## src/rtl/spi_reg_slave_if.sv

```systemverilog
// Bus bundle for spi_reg_slave: SPI pins plus the local register port.
interface spi_reg_slave_if;
    logic       sclk;
    logic       cs_n;
    logic       mosi;
    logic       miso;
    logic       miso_oe;
    logic       lwr_en;
    logic [3:0] lwr_addr;
    logic [7:0] lwr_data;
    logic [3:0] lrd_addr;
    logic [7:0] lrd_data;
    logic       wr_valid;
    logic [3:0] wr_addr;
    logic [7:0] wr_data;
    logic       rd_valid;
    logic       frame_err;

    modport slave (
        input  sclk, cs_n, mosi, lwr_en, lwr_addr, lwr_data, lrd_addr,
        output miso, miso_oe, lrd_data, wr_valid, wr_addr, wr_data, rd_valid, frame_err
    );

    modport master (
        output sclk, cs_n, mosi, lwr_en, lwr_addr, lwr_data, lrd_addr,
        input  miso, miso_oe, lrd_data, wr_valid, wr_addr, wr_data, rd_valid, frame_err
    );
endinterface

```

## src/rtl/spi_reg_slave.sv

```systemverilog
// SPI mode-0 register responder: 16 x 8-bit register file reached by 16-bit
// SPI frames, with a local write/read port for on-chip logic.
module spi_reg_slave #(
    parameter int unsigned SYNC_STAGES = 2,
    parameter logic [7:0]  RESET_VAL   = 8'h00
) (
    input  logic           iclk,
    input  logic           irstn,
    spi_reg_slave_if.slave bus
);

    typedef enum logic [2:0] {StIdle, StCmd, StWdata, StRdata, StDone} state_e;

    logic [SYNC_STAGES-1:0] sclk_sync_q, cs_sync_q, mosi_sync_q;
    logic                   sclk_prev_q, cs_prev_q;
    logic                   sclk_s, cs_s, mosi_s;
    logic                   sclk_rise, sclk_fall, cs_assert, cs_deassert;

    state_e      state_q, state_d;
    logic [4:0]  bit_cnt_q, bit_cnt_d;
    // Earlier 15 frame bits; the 16th is mosi_s itself in shift_in.
    logic [14:0] shift_q, shift_d;
    logic [15:0] shift_in;
    logic [7:0]  tx_q, tx_d;
    logic [3:0]  addr_q, addr_d;
    logic        miso_q, miso_d;
    logic        oe_q, oe_d;
    logic        wr_valid_q, wr_valid_d;
    logic        rd_valid_q, rd_valid_d;
    logic        frame_err_q, frame_err_d;
    logic [3:0]  wr_addr_q, wr_addr_d;
    logic [7:0]  wr_data_q, wr_data_d;
    logic        spi_we;
    logic [7:0]  regs_q [16];
    logic [7:0]  regs_d [16];

    assign sclk_s = sclk_sync_q[SYNC_STAGES-1];
    assign cs_s   = cs_sync_q[SYNC_STAGES-1];
    assign mosi_s = mosi_sync_q[SYNC_STAGES-1];

    assign sclk_rise   = sclk_s & ~sclk_prev_q;
    assign sclk_fall   = ~sclk_s & sclk_prev_q;
    assign cs_assert   = ~cs_s & cs_prev_q;
    assign cs_deassert = cs_s & ~cs_prev_q;

    assign shift_in = {shift_q, mosi_s};

    // Synchronizers and edge-detect history. The cs chain resets to "asserted"
    // so a cs_n already low at reset release never looks like a new assert.
    always_ff @(posedge iclk or negedge irstn) begin
        if (!irstn) begin
            sclk_sync_q <= '0;
            cs_sync_q   <= '0;
            mosi_sync_q <= '0;
            sclk_prev_q <= 1'b0;
            cs_prev_q   <= 1'b0;
        end else begin
            sclk_sync_q <= {sclk_sync_q[SYNC_STAGES-2:0], bus.sclk};
            cs_sync_q   <= {cs_sync_q[SYNC_STAGES-2:0], bus.cs_n};
            mosi_sync_q <= {mosi_sync_q[SYNC_STAGES-2:0], bus.mosi};
            sclk_prev_q <= sclk_s;
            cs_prev_q   <= cs_s;
        end
    end

    // Frame FSM next state; cs deassert takes priority over any sclk edge.
    always_comb begin
        state_d     = state_q;
        bit_cnt_d   = bit_cnt_q;
        shift_d     = shift_q;
        tx_d        = tx_q;
        addr_d      = addr_q;
        miso_d      = miso_q;
        oe_d        = oe_q;
        wr_addr_d   = wr_addr_q;
        wr_data_d   = wr_data_q;
        wr_valid_d  = 1'b0;
        rd_valid_d  = 1'b0;
        frame_err_d = 1'b0;
        spi_we      = 1'b0;
        if (cs_deassert) begin
            frame_err_d = (state_q == StCmd) || (state_q == StWdata) || (state_q == StRdata);
            state_d     = StIdle;
            miso_d      = 1'b0;
            oe_d        = 1'b0;
        end else begin
            unique case (state_q)
                StIdle: begin
                    if (cs_assert) begin
                        state_d   = StCmd;
                        bit_cnt_d = '0;
                    end
                end
                StCmd: begin
                    if (sclk_rise) begin
                        shift_d   = shift_in[14:0];
                        bit_cnt_d = bit_cnt_q + 5'd1;
                        if (bit_cnt_q == 5'd7) begin
                            addr_d = shift_in[3:0];
                            if (shift_in[7]) begin
                                tx_d       = regs_q[shift_in[3:0]];
                                rd_valid_d = 1'b1;
                                oe_d       = 1'b1;
                                state_d    = StRdata;
                            end else begin
                                state_d = StWdata;
                            end
                        end
                    end
                end
                StWdata: begin
                    if (sclk_rise) begin
                        shift_d   = shift_in[14:0];
                        bit_cnt_d = bit_cnt_q + 5'd1;
                        if (bit_cnt_q == 5'd15) begin
                            spi_we     = 1'b1;
                            wr_addr_d  = addr_q;
                            wr_data_d  = shift_in[7:0];
                            wr_valid_d = 1'b1;
                            state_d    = StDone;
                        end
                    end
                end
                StRdata: begin
                    if (sclk_rise) begin
                        shift_d   = shift_in[14:0];
                        bit_cnt_d = bit_cnt_q + 5'd1;
                        if (bit_cnt_q == 5'd15) begin
                            state_d = StDone;
                        end
                    end else if (sclk_fall) begin
                        miso_d = tx_q[7];
                        tx_d   = {tx_q[6:0], 1'b0};
                    end
                end
                StDone: ;
                default: state_d = StIdle;
            endcase
        end
    end

    // Register file next state; the SPI write is applied last so it wins a
    // same-address collision with the local port.
    always_comb begin
        regs_d = regs_q;
        if (bus.lwr_en) regs_d[bus.lwr_addr] = bus.lwr_data;
        if (spi_we)     regs_d[addr_q]       = shift_in[7:0];
    end

    // State, outputs and register file.
    always_ff @(posedge iclk or negedge irstn) begin
        if (!irstn) begin
            state_q     <= StIdle;
            bit_cnt_q   <= '0;
            shift_q     <= '0;
            tx_q        <= '0;
            addr_q      <= '0;
            miso_q      <= 1'b0;
            oe_q        <= 1'b0;
            wr_addr_q   <= '0;
            wr_data_q   <= '0;
            wr_valid_q  <= 1'b0;
            rd_valid_q  <= 1'b0;
            frame_err_q <= 1'b0;
            for (int i = 0; i < 16; i++) regs_q[i] <= RESET_VAL;
        end else begin
            state_q     <= state_d;
            bit_cnt_q   <= bit_cnt_d;
            shift_q     <= shift_d;
            tx_q        <= tx_d;
            addr_q      <= addr_d;
            miso_q      <= miso_d;
            oe_q        <= oe_d;
            wr_addr_q   <= wr_addr_d;
            wr_data_q   <= wr_data_d;
            wr_valid_q  <= wr_valid_d;
            rd_valid_q  <= rd_valid_d;
            frame_err_q <= frame_err_d;
            regs_q      <= regs_d;
        end
    end

    assign bus.miso      = miso_q;
    assign bus.miso_oe   = oe_q;
    assign bus.wr_valid  = wr_valid_q;
    assign bus.wr_addr   = wr_addr_q;
    assign bus.wr_data   = wr_data_q;
    assign bus.rd_valid  = rd_valid_q;
    assign bus.frame_err = frame_err_q;
    assign bus.lrd_data  = regs_q[bus.lrd_addr];

endmodule

```

## src/flat_wrapper.sv

```systemverilog
// flat-port wrapper written by rule: the top's interface ports become plain ports
module spi_reg_slave_flat 
#(
    parameter int unsigned SYNC_STAGES = 2,
    parameter logic [7:0]  RESET_VAL   = 8'h00
)
  (iclk, irstn, bus_sclk, bus_cs_n, bus_mosi, bus_lwr_en, bus_lwr_addr, bus_lwr_data, bus_lrd_addr, bus_miso, bus_miso_oe, bus_lrd_data, bus_wr_valid, bus_wr_addr, bus_wr_data, bus_rd_valid, bus_frame_err);
  spi_reg_slave_if bus_i ();
  input  logic iclk;
  input  logic irstn;
  input wire logic [$bits(bus_i.sclk)-1:0] bus_sclk;
  input wire logic [$bits(bus_i.cs_n)-1:0] bus_cs_n;
  input wire logic [$bits(bus_i.mosi)-1:0] bus_mosi;
  input wire logic [$bits(bus_i.lwr_en)-1:0] bus_lwr_en;
  input wire logic [$bits(bus_i.lwr_addr)-1:0] bus_lwr_addr;
  input wire logic [$bits(bus_i.lwr_data)-1:0] bus_lwr_data;
  input wire logic [$bits(bus_i.lrd_addr)-1:0] bus_lrd_addr;
  output wire logic [$bits(bus_i.miso)-1:0] bus_miso;
  output wire logic [$bits(bus_i.miso_oe)-1:0] bus_miso_oe;
  output wire logic [$bits(bus_i.lrd_data)-1:0] bus_lrd_data;
  output wire logic [$bits(bus_i.wr_valid)-1:0] bus_wr_valid;
  output wire logic [$bits(bus_i.wr_addr)-1:0] bus_wr_addr;
  output wire logic [$bits(bus_i.wr_data)-1:0] bus_wr_data;
  output wire logic [$bits(bus_i.rd_valid)-1:0] bus_rd_valid;
  output wire logic [$bits(bus_i.frame_err)-1:0] bus_frame_err;
  assign bus_i.sclk = bus_sclk;
  assign bus_i.cs_n = bus_cs_n;
  assign bus_i.mosi = bus_mosi;
  assign bus_i.lwr_en = bus_lwr_en;
  assign bus_i.lwr_addr = bus_lwr_addr;
  assign bus_i.lwr_data = bus_lwr_data;
  assign bus_i.lrd_addr = bus_lrd_addr;
  assign bus_miso = bus_i.miso;
  assign bus_miso_oe = bus_i.miso_oe;
  assign bus_lrd_data = bus_i.lrd_data;
  assign bus_wr_valid = bus_i.wr_valid;
  assign bus_wr_addr = bus_i.wr_addr;
  assign bus_wr_data = bus_i.wr_data;
  assign bus_rd_valid = bus_i.rd_valid;
  assign bus_frame_err = bus_i.frame_err;
  spi_reg_slave #(.SYNC_STAGES(SYNC_STAGES), .RESET_VAL(RESET_VAL)) u_core (.iclk(iclk), .irstn(irstn), .bus(bus_i));
endmodule
```

## config.mk

```make
export PLATFORM = sky130hd
export DESIGN_NAME = spi_reg_slave_flat
export DESIGN_NICKNAME = d
export VERILOG_FILES = /design/src/rtl/spi_reg_slave_if.sv /design/src/rtl/spi_reg_slave.sv /design/src/flat_wrapper.sv
export SDC_FILE = /design/constraint.sdc
export NUM_CORES = 1
export LEC_CHECK = 0
export ABC_AREA = 1
export CAP_MARGIN = 5
export CELL_PAD_IN_SITES_DETAIL_PLACEMENT = 1
export CELL_PAD_IN_SITES_GLOBAL_PLACEMENT = 2
export CORE_AREA = 2 2 180 182
export DETAILED_ROUTE_END_ITERATION = 8
export DIE_AREA = 0 0 182 184
export MAX_ROUTING_LAYER = met4
export PLACE_DENSITY_LB_ADDON = 0.1
export SYNTH_ARGS = -nofsm -noshare
export SYNTH_HDL_FRONTEND = slang
export SYNTH_SLANG_ARGS = --single-unit
```

## constraint.sdc

```tcl
create_clock -name iclk -period 2.2 [get_ports iclk]
set_input_delay 0.22 -clock iclk [delete_from_list [all_inputs] [get_ports iclk]]
set_output_delay 0.22 -clock iclk [all_outputs]
set_load 0.02 [all_outputs]
```

==> results by group <==
Cells and area
  • N_diodes: 0
  • Share of cells above drive strength 1: 13.8%
  • Synth-to-layout area growth: 21.7%
  • Most common cell after layout, fill and taps aside: nand2_1
  • Fillers: 3992
  • Nets@finish: 1676
  • Commonest non-fill, non-tap cells in the layout: nand2_1, o21ai_0, dfrtp_1, nand3_1, inv_1

STA
  • Setup slack after layout: 0.0868 ns
  • Post-layout minimum cycle time: 2.11 ns
  • Worst Tran Pin Value: 0.761 ns
  • Final hold vios: 0
  • F_max: 0.473 GHz
  • Fin crit share: 96.1%
  • Final setup violation count: 0
  • Max-slew violations: 0
  • Unrepaired setup endpoints after global routing: true
  • Clock Skew: 0.0150 ns
  • Setup TNS: 0 ns
  • Max-slew headroom: 49.1%

Yosys
  • Synth Register Bits: 180
  • Post-synth EDFFs: 0
  • Register area share after synthesis: 41.4%
  • Ys async rst share: 100%
  • Post-Synthesis Cells: 1579
  • Top_reg_cell synth: dfrtp_1
  • Syn_area_per_cell: 6.90 sq um
  • Cell area after synthesis: 10900 sq um
  • Synth top area cells: dfrtp_1, nand2_1, o21ai_0
  • Yosys top cell area share: 41.4%
  • Post-synthesis cell type count: 30
  • Syn. warnings: 0
  • Syn_nets: 1603
  • Dominant cell type by area after synthesis: dfrtp_1

Detailed routing
  • Wire per inst: 22.4 um
  • # DRC: 0
  • Post-DRT Antenna Nets: 0
  • Routed WL: 46300 um
  • Vias per cell: 5.37
  • Vias: 11104
  • Iter 0 DRT Violations: 881
  • Number of detailed-route iterations in the first pass: 4

Power
  • PwrDens: 950 nW/um^2
  • Peak VDD IR: 0.000588 V
  • Lkg Pwr: 6.40 nW

Worst setup path
  • Kind of critical path: register to register
  • Critical Path Start Type: register
  • WP data required: 2.52 ns
  • Worst endpoint data arrival time: 2.43 ns
  • Crit. End Element: register
  • Crit-path max FO: 8

Floorplanning
  • Die ar.: 33500 sq um
  • Row count: 65
  • Io pins: 47
  • Initial Util: 34.7%
  • Die Wd: 182 um
  • Die height: 184 um
  • Core outline area: 31400 sq um

Hold path
  • Min-Delay Path Class: input pin to register

Global routing
  • GRT Residual Overflow: 0
  • Largest net degree at the start of global routing: 49
  • Total track usage: 29.0%
  • First-pass GRT wire length: 70000 um
  • Vias in the first global route: 10983
  • Antenna violations before repair: 0

Clocking
  • Clock Latency Late Sink: 0.46 ns
  • Clock transition at path regs: 0.08 ns
  • CTS tree: built
  • Root buf cell: clkbuf_16
  • H-tree lvl count: 4
  • Clock sink count: 180
  • CTS max path bufs: 2
  • Clock buffer count from CTS: 17

Place
  • DP Worst Slack: 0.00680 ns
  • Half-perimeter wire length after placement: 32300 um
  • Routability Congestion: 0.915
  • IO buf count: 46

Run
  • MaxCap Viol Count: 0

Outcome
  • Status: finished clean
==> logic make-up after synthesis <==
| logic type | Yosys count | share of synthesized area (%) |
|---|---|---|
| AND/OR/NAND/NOR | 738 | 29.1 |
| AO/OA/AOI/OAI | 404 | 19.8 |
| buffers and inverters | 254 | 9.52 |
| flip-flops | 180 | 41.4 |
| adder cells (fa/ha/maj) | 2 | 0.230 |
| XOR/XNOR | 1 | 0.0805 |
==> layout make-up <==
cell class                 count  area, sq um  share of cell area, %
inverter                     146          551                   4.15
timing repair buffer         161         1600                   12.1
sequential                   180         4510                   34.0
multi-input combinational   1146         5500                   41.5
tap                          402          503                   3.79
clock inverter                14          159                   1.20
clock buffer                  18          439                   3.31
==> synthesized netlist by cell type, types with 12 or more instances <==
| cell type | count |
|---|---|
| clkbuf_1 | 60 |
| or2_2 | 12 |
| nand3_1 | 159 |
| a21oi_1 | 40 |
| inv_1 | 139 |
| nand2_1 | 483 |
| o21ai_0 | 240 |
| o21ai_1 | 76 |
| buf_2 | 28 |
| o211ai_1 | 39 |
| nor2_1 | 54 |
| dfrtp_1 | 180 |
| buf_1 | 14 |
==> report_power, final <==
group	internal (W)	total [W]	leakage, nW	switching (W)
clock network	0.00165	0.00326	0.294	0.00161
registers	0.00403	0.00451	2.22	0.000484
logic	0.00156	0.00482	3.88	0.00326
total	0.00724	0.0126	6.40	0.00535
==> critical path, stage by stage, from the launching register on <==
cell and delay, ns:
dfrtp_1 0.36, ha_2 0.19, nand2_2 0.07, nor2_2 0.11
ha_2 0.19, nand2_2 0.07, nor2_4 0.13, nand2_4 0.10
nor3_4 0.22, buf_12 0.15, nand2_2 0.07, buf_6 0.19
nand2_1 0.05, o21ai_0 0.09
==> registers in the layout, summed over array words and instances (netlist names) <==
name / count
u_core.bus.rd_valid: 1
u_core.state_q: 3
u_core.bit_cnt_q: 5
u_core.bus.miso_oe: 1
u_core.mosi_sync_q: 2
u_core.bus.wr_data: 8
u_core.regs_q: 128
u_core.bus.miso: 1
u_core.sclk_prev_q: 1
u_core.shift_q: 7
u_core.bus.frame_err: 1
u_core.cs_prev_q: 1
u_core.bus.wr_valid: 1
u_core.addr_q: 4
u_core.bus.wr_addr: 4
u_core.tx_q: 8
u_core.cs_sync_q: 2
u_core.sclk_sync_q: 2
==> timing repair <==
action / in CTS / in global routing
resized for setup: 16 / 71
cloned: 0 / 6
endpoints found under the setup margin: 8 / 124
setup buffers: 0 / 6
pin swaps: 2 / 10
hold endpoints to repair: 39 / 0
hold buffers: 1 / 0
==> per-layer routing <==
| metal | part of all wire (%) | vias to the layer above | track usage, % |
|---|---|---|---|
| met5 | 0 | - | - |
| met4 | 2.9 | 0 | 9.90 |
| met3 | 4.3 | 50 | 3.82 |
| met2 | 44 | 266 | 43.0 |
| met1 | 49 | 5486 | 40.9 |
| li1 | - | 5302 | - |
==> worst paths after layout <==
kind | start | to | slack (ns) | cells past startpoint
setup / recovery | u_core.bit_cnt_q[1]$_DFFE_PN0P_ | u_core.regs_q[120]$_DFF_PN0_ | 0.09 | 13
hold / removal | bus_sclk | u_core.sclk_sync_q[0]$_DFF_PN0_ | 0.19 | 1
setup reg to reg | u_core.bit_cnt_q[1]$_DFFE_PN0P_ | u_core.regs_q[120]$_DFF_PN0_ | 0.09 | 13
hold reg to reg | u_core.mosi_sync_q[0]$_DFF_PN0_ | u_core.mosi_sync_q[1]$_DFF_PN0_ | 0.35 | 0
max in group asynchronous | irstn | u_core.bus.wr_data[1]$_DFFE_PN0P_ | 1.28 | 3
min in group asynchronous | irstn | u_core.regs_q[64]$_DFF_PN0_ | 0.27 | 2
==> through the flow <==
stage          hold WS [ns]  instances  total power, W  util (%)  instance area, sq um
2_1_floorplan       -0.0756       1579         0.00717         -                 10900
3_3_place_gp          0.202       2023         0.00920      39.4                 12400
3_5_place_dp          0.202       2023         0.00928      39.4                 12400
4_1_cts               0.173       2056          0.0126      41.3                 13000
5_1_grt               0.179       2067          0.0134      42.2                 13300
6_report              0.191       2067          0.0126      42.2                 13300
No activity file was read; power rests on OpenSTA's default activity.
